File: src/rtl/draw_job_scheduler.sv
// Round-robin job scheduler that shares one circle engine among NREQ requesters,
// driving the engine's start/done handshake and aborting hung jobs with a watchdog.
module draw_job_scheduler #(
  parameter int NREQ    = 4,
  parameter int TIMEOUT = 65536
) (
  input  logic                      clk,
  input  logic                      rst,
  input  logic [NREQ-1:0]           req,
  input  logic [3*NREQ-1:0]         req_colour,
  input  logic [8*NREQ-1:0]         req_centre_x,
  input  logic [7*NREQ-1:0]         req_centre_y,
  input  logic [8*NREQ-1:0]         req_diameter,
  output logic [NREQ-1:0]           ack,
  output logic                      ack_timeout,
  output logic                      busy,
  output logic [$clog2(NREQ)-1:0]   grant_id,
  output logic                      eng_start,
  output logic [2:0]                eng_colour,
  output logic [7:0]                eng_centre_x,
  output logic [6:0]                eng_centre_y,
  output logic [7:0]                eng_diameter,
  input  logic                      eng_done,
  output logic [15:0]               jobs_done
);

  localparam int IW = $clog2(NREQ);
  localparam int CW = (TIMEOUT > 1) ? $clog2(TIMEOUT) : 1;
  localparam logic [CW-1:0] CNT_LAST = CW'(TIMEOUT - 1);

  typedef enum logic [1:0] {IDLE, ISSUE, RELEASE} state_t;

  state_t          state, state_n;
  logic [IW-1:0]   last, last_n;
  logic [IW-1:0]   grant_n;
  logic [IW-1:0]   winner, cand;
  logic            found;
  logic [CW-1:0]   count, count_n;
  logic            start_n, ack_to_n, busy_n;
  logic [NREQ-1:0] ack_n;
  logic [2:0]      colour_n;
  logic [7:0]      centre_x_n, diameter_n;
  logic [6:0]      centre_y_n;
  logic [15:0]     jobs_n;

  // Scan starting just after the last winner so the previous grantee gets lowest priority.
  always_comb begin
    found  = 1'b0;
    winner = last;
    cand   = last;
    for (int i = 1; i <= NREQ; i++) begin
      cand = IW'((int'(last) + i) % NREQ);
      if (!found && req[cand]) begin
        found  = 1'b1;
        winner = cand;
      end
    end
  end

  always_comb begin
    state_n    = state;
    last_n     = last;
    grant_n    = grant_id;
    colour_n   = eng_colour;
    centre_x_n = eng_centre_x;
    centre_y_n = eng_centre_y;
    diameter_n = eng_diameter;
    start_n    = eng_start;
    ack_n      = '0;
    ack_to_n   = 1'b0;
    jobs_n     = jobs_done;
    count_n    = count;
    unique case (state)
      IDLE: begin
        // A done still high from the previous job must clear before the next grant.
        if (found && !eng_done) begin
          grant_n    = winner;
          last_n     = winner;
          colour_n   = req_colour[3*winner +: 3];
          centre_x_n = req_centre_x[8*winner +: 8];
          centre_y_n = req_centre_y[7*winner +: 7];
          diameter_n = req_diameter[8*winner +: 8];
          start_n    = 1'b1;
          count_n    = '0;
          state_n    = ISSUE;
        end
      end
      ISSUE: begin
        count_n = count + 1'b1;
        if (eng_done) begin
          start_n         = 1'b0;
          ack_n[grant_id] = 1'b1;
          jobs_n          = jobs_done + 16'd1;
          state_n         = RELEASE;
        end else if (TIMEOUT != 0 && count == CNT_LAST) begin
          start_n         = 1'b0;
          ack_n[grant_id] = 1'b1;
          ack_to_n        = 1'b1;
          state_n         = RELEASE;
        end
      end
      RELEASE: begin
        start_n = 1'b0;
        if (!eng_done) state_n = IDLE;
      end
      default: state_n = IDLE;
    endcase
    busy_n = (state_n != IDLE);
  end

  always_ff @(posedge clk) begin
    if (rst) begin
      state        <= IDLE;
      last         <= IW'(NREQ - 1);
      grant_id     <= '0;
      eng_colour   <= '0;
      eng_centre_x <= '0;
      eng_centre_y <= '0;
      eng_diameter <= '0;
      eng_start    <= 1'b0;
      ack          <= '0;
      ack_timeout  <= 1'b0;
      busy         <= 1'b0;
      jobs_done    <= '0;
      count        <= '0;
    end else begin
      state        <= state_n;
      last         <= last_n;
      grant_id     <= grant_n;
      eng_colour   <= colour_n;
      eng_centre_x <= centre_x_n;
      eng_centre_y <= centre_y_n;
      eng_diameter <= diameter_n;
      eng_start    <= start_n;
      ack          <= ack_n;
      ack_timeout  <= ack_to_n;
      busy         <= busy_n;
      jobs_done    <= jobs_n;
      count        <= count_n;
    end
  end

endmodule
File: config.mk
export PLATFORM = sky130hd
export DESIGN_NAME = draw_job_scheduler
export DESIGN_NICKNAME = d
export VERILOG_FILES = /design/src/rtl/draw_job_scheduler.sv
export SDC_FILE = /design/constraint.sdc
export NUM_CORES = 1
export LEC_CHECK = 0
export BUFFER_PORTS_ARGS = -buffer_cell sky130_fd_sc_hd__buf_2
export CAP_MARGIN = 15
export CORE_UTILIZATION = 30
export CTS_CLUSTER_DIAMETER = 150
export DETAILED_ROUTE_END_ITERATION = 8
export GPL_TIMING_DRIVEN = 0
export PLACE_DENSITY = 0.62
export SETUP_SLACK_MARGIN = 0.5
export SYNTH_ARGS = -nofsm -noshare
export SYNTH_HDL_FRONTEND = slang
export SYNTH_SLANG_ARGS = --single-unit
File: constraint.sdc
create_clock -name clk -period 1.7 [get_ports clk]
set_input_delay 0.34 -clock clk [delete_from_list [all_inputs] [get_ports clk]]
set_output_delay 0.34 -clock clk [all_outputs]
set_load 0.005 [all_outputs]
==> flow_metrics.tcl, run 1 <==
set metrics [dict create \
    ios 162 \
    synth_top_area_cell "dfxtp_1" \
    die_y_um 118 \
    place_congestion 0.855 \
    clockBufferDepth 2 \
    cts_buffers 9 \
    grt_first_pass_wirelength_um 21400 \
    yosysWarnings 0 \
    power_frac_clock_pct 39.5 \
    grt_max_degree 14 \
    syn-num-nets 574 \
    end_kind "flip-flop" \
    mappedNetlistArea_sq_um 4070 \
    reg2reg_depth 9 \
    port_buffers 160 \
    tightest_slew_ns 0.581 \
    root_buffer "clkbuf_16" \
    seqPwrFrac_pct 32.5 \
    path_cells "inv_4 > ha_4 > nor2b_4 > nand2_4 > a2111o_1 > buf_6 > buf_8 > a21o_1 > o211ai_1" \
    ir_drop_v 0.000580 \
    min_from "req_centre_x[14]" \
    antenna_found_initial 0 \
    setup_viol 9 \
    rows 42 \
    clk_latency_ns 0.34 \
    die_x_um 118 \
    synth_edf_count 0 \
    swShare_pct 28.3 \
    synth_seq_area_share_pct 35.0 \
    finalHoldViolCount 0 \
    seqCellArea_sq_um 1480 \
    cts_sinks 71 \
    cpPeakStageDelay_ns 0.35 \
    max-cap-violations 0 \
    p_switching_mw 1.62 \
    leakage_nw 2.95 \
    setup_ws_ns -0.0237 \
    r2r_end "eng_diameter[1]" \
    track_usage_pct 19.3 \
    synth_top_area_share_pct 35.0 \
    h-tree-depth 3 \
    layout_common_cells "buf_2 (158), dfxtp_1 (41), nand2_1 (38)" \
    final_common_cell "buf_2" \
    layout-drive-gt1-share_pct 56.4 \
    hold_slack_ns 0.290 \
    viasPerCell 5.08 \
    grt_pass1_vias 4207 \
    ff2ff_setup_slack_ns -0.02 \
    core_area_sq_um 13200 \
    clk_pin_slew_worst_paths_ns 0.06 \
    synthTopCellsByArea "dfxtp_1 (35%), mux2i_1 (6.4%), o211ai_2 (6.2%)" \
    intPower_mw 4.10 \
    wire_per_inst_um 16.8 \
    final_nets 789 \
    synth_cell_types 56 \
    violations "negative setup slack" \
    fin_crit_ns 1.72 \
    dp_cells 793 \
    grt_overflow_total 0 \
    multi_input_area_sq_um 2950 \
    fin_skew_ns 0.00687 \
    via_count 4331 \
    timing.final.crit_share_pct 101 \
    fin_util_pct 50.3 \
    syn-instance-count 457 \
    synthToLayoutAreaGrowth_pct 64.0 \
    antenna_cells 0 \
    cp_data_required_time_ns 1.96 \
    worstHoldPathCells 3 \
    syn_area_per_cell_sq_um 8.90 \
    final_max_slew_viol_count 0 \
    cp_slowest_cell "dfxtp_4" \
    ys_ff_latch 71 \
    final_cells 853 \
    dp.final_hpwl_um 9780 \
    power.density_nw_per_um2 857 \
    pwr-share-comb_pct 28.1 \
    synthFlopType "dfxtp_1" \
    hp-class "input port to flip-flop" \
    detail-route-antenna-nets 0 \
    cts_tree "built" \
    die_area_sq_um 14000 \
    fmax_mhz 580 \
    reg2reg_from "state[1]" \
    critical_path_class "flip-flop to flip-flop" \
    drcViolationCount 0 \
    cp.arrival_ns 1.98 \
    dr.pass1.iters 5 \
    rsz0062_at_grt "yes" \
    drt_iter0_markers 242 \
    routed_wl_um 14400 \
    initial_core_util_pct 30.7 \
    crit_fanout 5 \
    outcome "finished with violations" \
    worstHoldEndpoint "eng_centre_x[6]" \
    cp-start-kind "flip-flop" \
    async_reset_ff_share_pct 0 \
    nFillCells 1225 \
    max_slew_margin_pct 61.3 \
]
==> registers in the layout, summed over array words and instances (netlist names), 3 cells and up <==
register / count
eng_colour: 3
count: 16
jobs_done: 16
ack: 4
eng_diameter: 8
eng_centre_y: 7
eng_centre_x: 8
==> stage by stage <==
stage               setup WS [ns]  TNS (ns)  cell area, sq um  total power, mW
floorplan                  0.0227         0              4230             2.63
global placement           -0.430    -11.63              5250             3.03
detailed placement         -0.467    -12.59              5250             3.06
CTS                       -0.0758     -1.26              6210             5.57
global route               -0.107     -2.33              6670             5.95
finish                    -0.0237   -0.0892              6670             5.71
==> metal layers <==
layer	wire [um]	GRT usage (%)	vias to the layer above	share of wire (%)
met5	0	0	-	0
met4	307	4.59	0	2.1
met3	961	4.92	22	6.7
met2	7290	36.0	156	51
met1	5800	21.9	2038	40
li1	-	-	2115	-
==> how the worst max path moves through the flow <==
| stage | start | endpoint | slack, ns |
|---|---|---|---|
| floorplan | req[2] | count[12] | 0.02 |
| global placement | req[3] | eng_diameter[1] | -0.43 |
| detailed placement | req[3] | eng_diameter[5] | -0.47 |
| CTS | state[0] | eng_diameter[5] | -0.08 |
| global route | state[0] | count[12] | -0.11 |
| finish | state[1] | eng_diameter[1] | -0.02 |
==> cell usage after synthesis (6+ instances only) <==
cell type,count
dfxtp_1,71
nand2_1,46
nor2_1,40
nand4_1,31
a21o_1,27
mux2i_1,26
o31ai_1,26
o211ai_2,20
clkbuf_1,15
xnor2_1,14
nand3_1,13
xor2_1,12
nor4_1,11
a21oi_1,9
buf_2,8
inv_1,7
ha_1,6
o211ai_1,6
==> what timing repair did <==
item / 4_1_cts / 5_1_grt
resized for setup: 94 / 70
pin swaps: 32 / 42
hold buffers: 0 / 0
gates cloned: 1 / 3
setup buffers: 27 / 13
hold endpoints to repair: 0 / 0
endpoints found under the setup margin: 80 / 82
==> critical path, delay by kind of cell (launching register included) <==
family / cells / cell delay (ns)
buffers and inverters: 3 / 0.34
AO/OA/AOI/OAI: 3 / 0.57
flip-flops: 1 / 0.35
AND/OR/NAND/NOR: 2 / 0.24
adder cells (fa/ha/maj): 1 / 0.13
==> cell families after synthesis <==
family / Yosys count / synth area share, %
simple gates: 178 / 23.1
compound gates: 109 / 22.1
flops: 71 / 35.0
buf+inv: 41 / 6.03
xor+xnor: 26 / 5.60
mux: 26 / 6.40
fa+ha+maj: 6 / 1.85
==> cell type report <==
type | count | area share, %
Clock inverter | 6 | 1.73
Buffer | 34 | 5.10
Tap cell | 176 | 3.30
Inverter | 7 | 0.469
Multi-Input combinational cell | 345 | 44.2
Clock buffer | 10 | 3.58
Sequential cell | 71 | 22.2
Timing Repair Buffer | 204 | 19.4
==> power by group through the flow <==
stage	Combinational (mW)	Clock [mW]	Sequential, mW
detailed placement	1.16	0	1.90
floorplan	0.731	0	1.89
finish	1.60	2.25	1.85
global placement	1.14	0	1.89
CTS	1.41	2.30	1.86
global route	1.72	2.36	1.87
(Power assumes the default switching activity.)
==> run 2: changes to the inputs <==
--- a/config.mk
+++ b/config.mk
@@ -5,13 +5,14 @@
 export SDC_FILE = /design/constraint.sdc
 export NUM_CORES = 1
 export LEC_CHECK = 0
+export ABC_AREA = 1
 export BUFFER_PORTS_ARGS = -buffer_cell sky130_fd_sc_hd__buf_2
 export CAP_MARGIN = 15
 export CORE_UTILIZATION = 30
 export CTS_CLUSTER_DIAMETER = 150
 export DETAILED_ROUTE_END_ITERATION = 8
 export GPL_TIMING_DRIVEN = 0
-export PLACE_DENSITY = 0.62
+export PLACE_DENSITY = 0.61
 export SETUP_SLACK_MARGIN = 0.5
 export SYNTH_ARGS = -nofsm -noshare
 export SYNTH_HDL_FRONTEND = slang
==> run 2 against run 1 <==
The flow still finishes with violations (negative setup slack); combinational power increased to 6.2 times the previous value; register-to-register slack got worse by 0.02 ns; non-clock buffer count increased by 40; critical path depth increased by 2; via count increased by 34%; count of clock-buffer cells in the layout increased by 3; first-iteration DRC count increased by 83%; die area increased by 10%; sequential share of layout area decreased by 3.2 points; synthesized area increased by 11%; fmax decreased by 1.0%; largest cell class unchanged.
==> flow_metrics.tcl, run 2 <==
set metrics [dict create \
    finalHoldViolCount 0 \
    yosysWarnings 0 \
    cp_data_required_time_ns 1.98 \
    clk_latency_ns 0.35 \
    hp-class "input port to flip-flop" \
    grt_overflow_total 0 \
    grt_max_degree 12 \
    async_reset_ff_share_pct 0 \
    drt_iter0_markers 442 \
    die_x_um 124 \
    ys_ff_latch 71 \
    largestRegisters "count (16), jobs_done (16)" \
    leakage_nw 3.63 \
    rsz0062_at_grt "yes" \
    ir_drop_v 0.000896 \
    seqPwrFrac_pct 15.3 \
    fin_skew_ns 0.0125 \
    swShare_pct 45.3 \
    dp.final_hpwl_um 12000 \
    outcome "finished with violations" \
    setup_viol 18 \
    synth_seq_area_share_pct 31.6 \
    fin_util_pct 54.5 \
    power.density_nw_per_um2 1750 \
    setup_ws_ns -0.0410 \
    synthToLayoutAreaGrowth_pct 76.7 \
    clockBufferDepth 2 \
    final_nets 1042 \
    h-tree-depth 3 \
    worstHoldPathCells 2 \
    place_congestion 0.868 \
    syn-num-nets 787 \
    pwr-share-comb_pct 71.6 \
    end_kind "flip-flop" \
    initial_core_util_pct 30.8 \
    port_buffers 161 \
    cts_tree "built" \
    power_frac_clock_pct 13.1 \
    dpl_cell_area_sq_um 5960 \
    layout-drive-gt1-share_pct 57.4 \
    clk_pin_slew_worst_paths_ns 0.06 \
    grt_first_pass_wirelength_um 27900 \
    dr.pass1.iters 5 \
    antenna_found_initial 2 \
    fmax_mhz 574 \
    final_max_slew_viol_count 0 \
    synthFlopType "dfxtp_1" \
    die_y_um 124 \
    cts_sinks 71 \
    max-cap-violations 0 \
    timing.final.crit_share_pct 102 \
    syn_area_per_cell_sq_um 6.71 \
    intPower_mw 7.59 \
    synthTopCellsByArea "dfxtp_1 (32%), nand3_1 (24%), nand2_1 (12%)" \
    die_area_sq_um 15500 \
    drcViolationCount 0 \
    grt_pass1_vias 5416 \
    cp.arrival_ns 2.02 \
    final_common_cell "buf_2" \
    rows 44 \
    cts_buffers 9 \
    synth_most_common_cell "nand3_1" \
    max_slew_margin_pct 69.9 \
    ios 162 \
    crit_fanout 7 \
    p_switching_mw 6.29 \
    synth_top_area_share_pct 31.6 \
    synth_top_area_cell "dfxtp_1" \
    reg2reg_depth 11 \
    layout_common_cells "buf_2 (156), nand3_1 (149), nand2_1 (107)" \
    wire_per_inst_um 16.6 \
    via_count 5792 \
    root_buffer "clkbuf_16" \
    viasPerCell 5.19 \
    stdcell_area_sq_um 7950 \
    cp-start-kind "flip-flop" \
    synth_edf_count 0 \
    detail-route-antenna-nets 0 \
    syn-instance-count 670 \
    core_area_sq_um 14600 \
    mappedNetlistArea_sq_um 4500 \
    synthTopCellsByCount "nand3_1 (219), nand2_1 (138), dfxtp_1 (71), nor2_1 (54), inv_1 (33)" \
    synth_cell_types 35 \
    routed_wl_um 18500 \
    track_usage_pct 22.5 \
    tightest_slew_ns 0.448 \
    fin_crit_ns 1.74 \
    violations "negative setup slack" \
    critical_path_class "flip-flop to flip-flop" \
]
run 2: cell count changes after synthesis, sizes merged, moves of 26 or more:
cell and delta:
nand2 +112, o31ai -26, nand3 +214, a21o -27, mux2i -26, inv +31
run 2: logic make-up (layout without fill, tap and decap cells):
kind of cell    after synthesis  count (layout)  share of synthesized area, %
buf+inv                      74             331                          8.85
fa+ha+maj                     6               6                          1.67
flops                        71              71                          31.6
other cells                   0               2                             0
compound gates               43              43                          5.26
simple gates                463             465                          50.1
xor+xnor                     13              13                          2.53
run 2: worst paths after layout:
kind,slack (ns),from,end
hold reg to reg,0.45,eng_diameter[7],eng_diameter[7]
setup / recovery,-0.04,last[0],count[1]
hold / removal,0.32,eng_done,ack_timeout
setup reg to reg,-0.04,last[0],count[1]
run 2: critical path, stage by stage, from the launching register on:
cell and delay [ns]:
dfxtp_4 0.37, buf_12 0.15, nand2_4 0.07, nand2_2 0.06
o21ai_2 0.17, nand3_4 0.10, nand3_4 0.15, buf_12 0.14
nand2_8 0.07, clkbuf_16 0.16, buf_4 0.12, o21ai_1 0.09
run 2: power by group through the flow:
| stage | Clock, mW | Sequential (mW) | Combinational [mW] |
|---|---|---|---|
| 2_1_floorplan | 0 | 2.14 | 5.11 |
| 3_3_place_gp | 0 | 2.14 | 6.65 |
| 3_5_place_dp | 0 | 2.15 | 6.69 |
| 4_1_cts | 1.86 | 2.13 | 8.22 |
| 5_1_grt | 1.93 | 2.16 | 10.6 |
| 6_report | 1.82 | 2.13 | 9.94 |
run 2: area by class of cell:
cell class	instances	area, sq um
inverter	38	175
buffer	36	453
tap	184	230
antenna	2	5.00
clock buffer	13	260
multi-input combinational	527	3640
timing repair buffer	242	1660
sequential	71	1510
clock inverter	2	15.0
fill	1288	6640
run 2: repair_timing:
action / 4_1_cts / 5_1_grt
hold buffers: 0 / 0
setup buffers: 48 / 24
setup endpoints to repair: 86 / 80
gates cloned: 4 / 7
gates resized for setup: 142 / 129
pin swaps: 56 / 48
run 2: per-stage QoR:
stage | worst slack [ns] | hold WS, ns | TNS (ns) | instances | power [mW]
finish | -0.0410 | 0.321 | -0.229 | 1115 | 13.9
floorplan | 0.123 | 0.417 | 0 | 670 | 7.25
CTS | 0.00199 | 0.296 | 0 | 1082 | 12.2
global placement | -0.128 | 0.433 | -3.15 | 1015 | 8.80
global route | -0.135 | 0.317 | -3.47 | 1115 | 14.7
detailed placement | -0.151 | 0.438 | -3.51 | 1015 | 8.84
run 2: metal layers:
metal  track usage (%)  part of all wire, %  up-vias
met5                 0                    0        -
met4              7.73                  3.4        0
met3              5.84                  6.8       48
met2              38.1                   48      263
met1              27.4                   42     2699
li1                  -                    -     2782
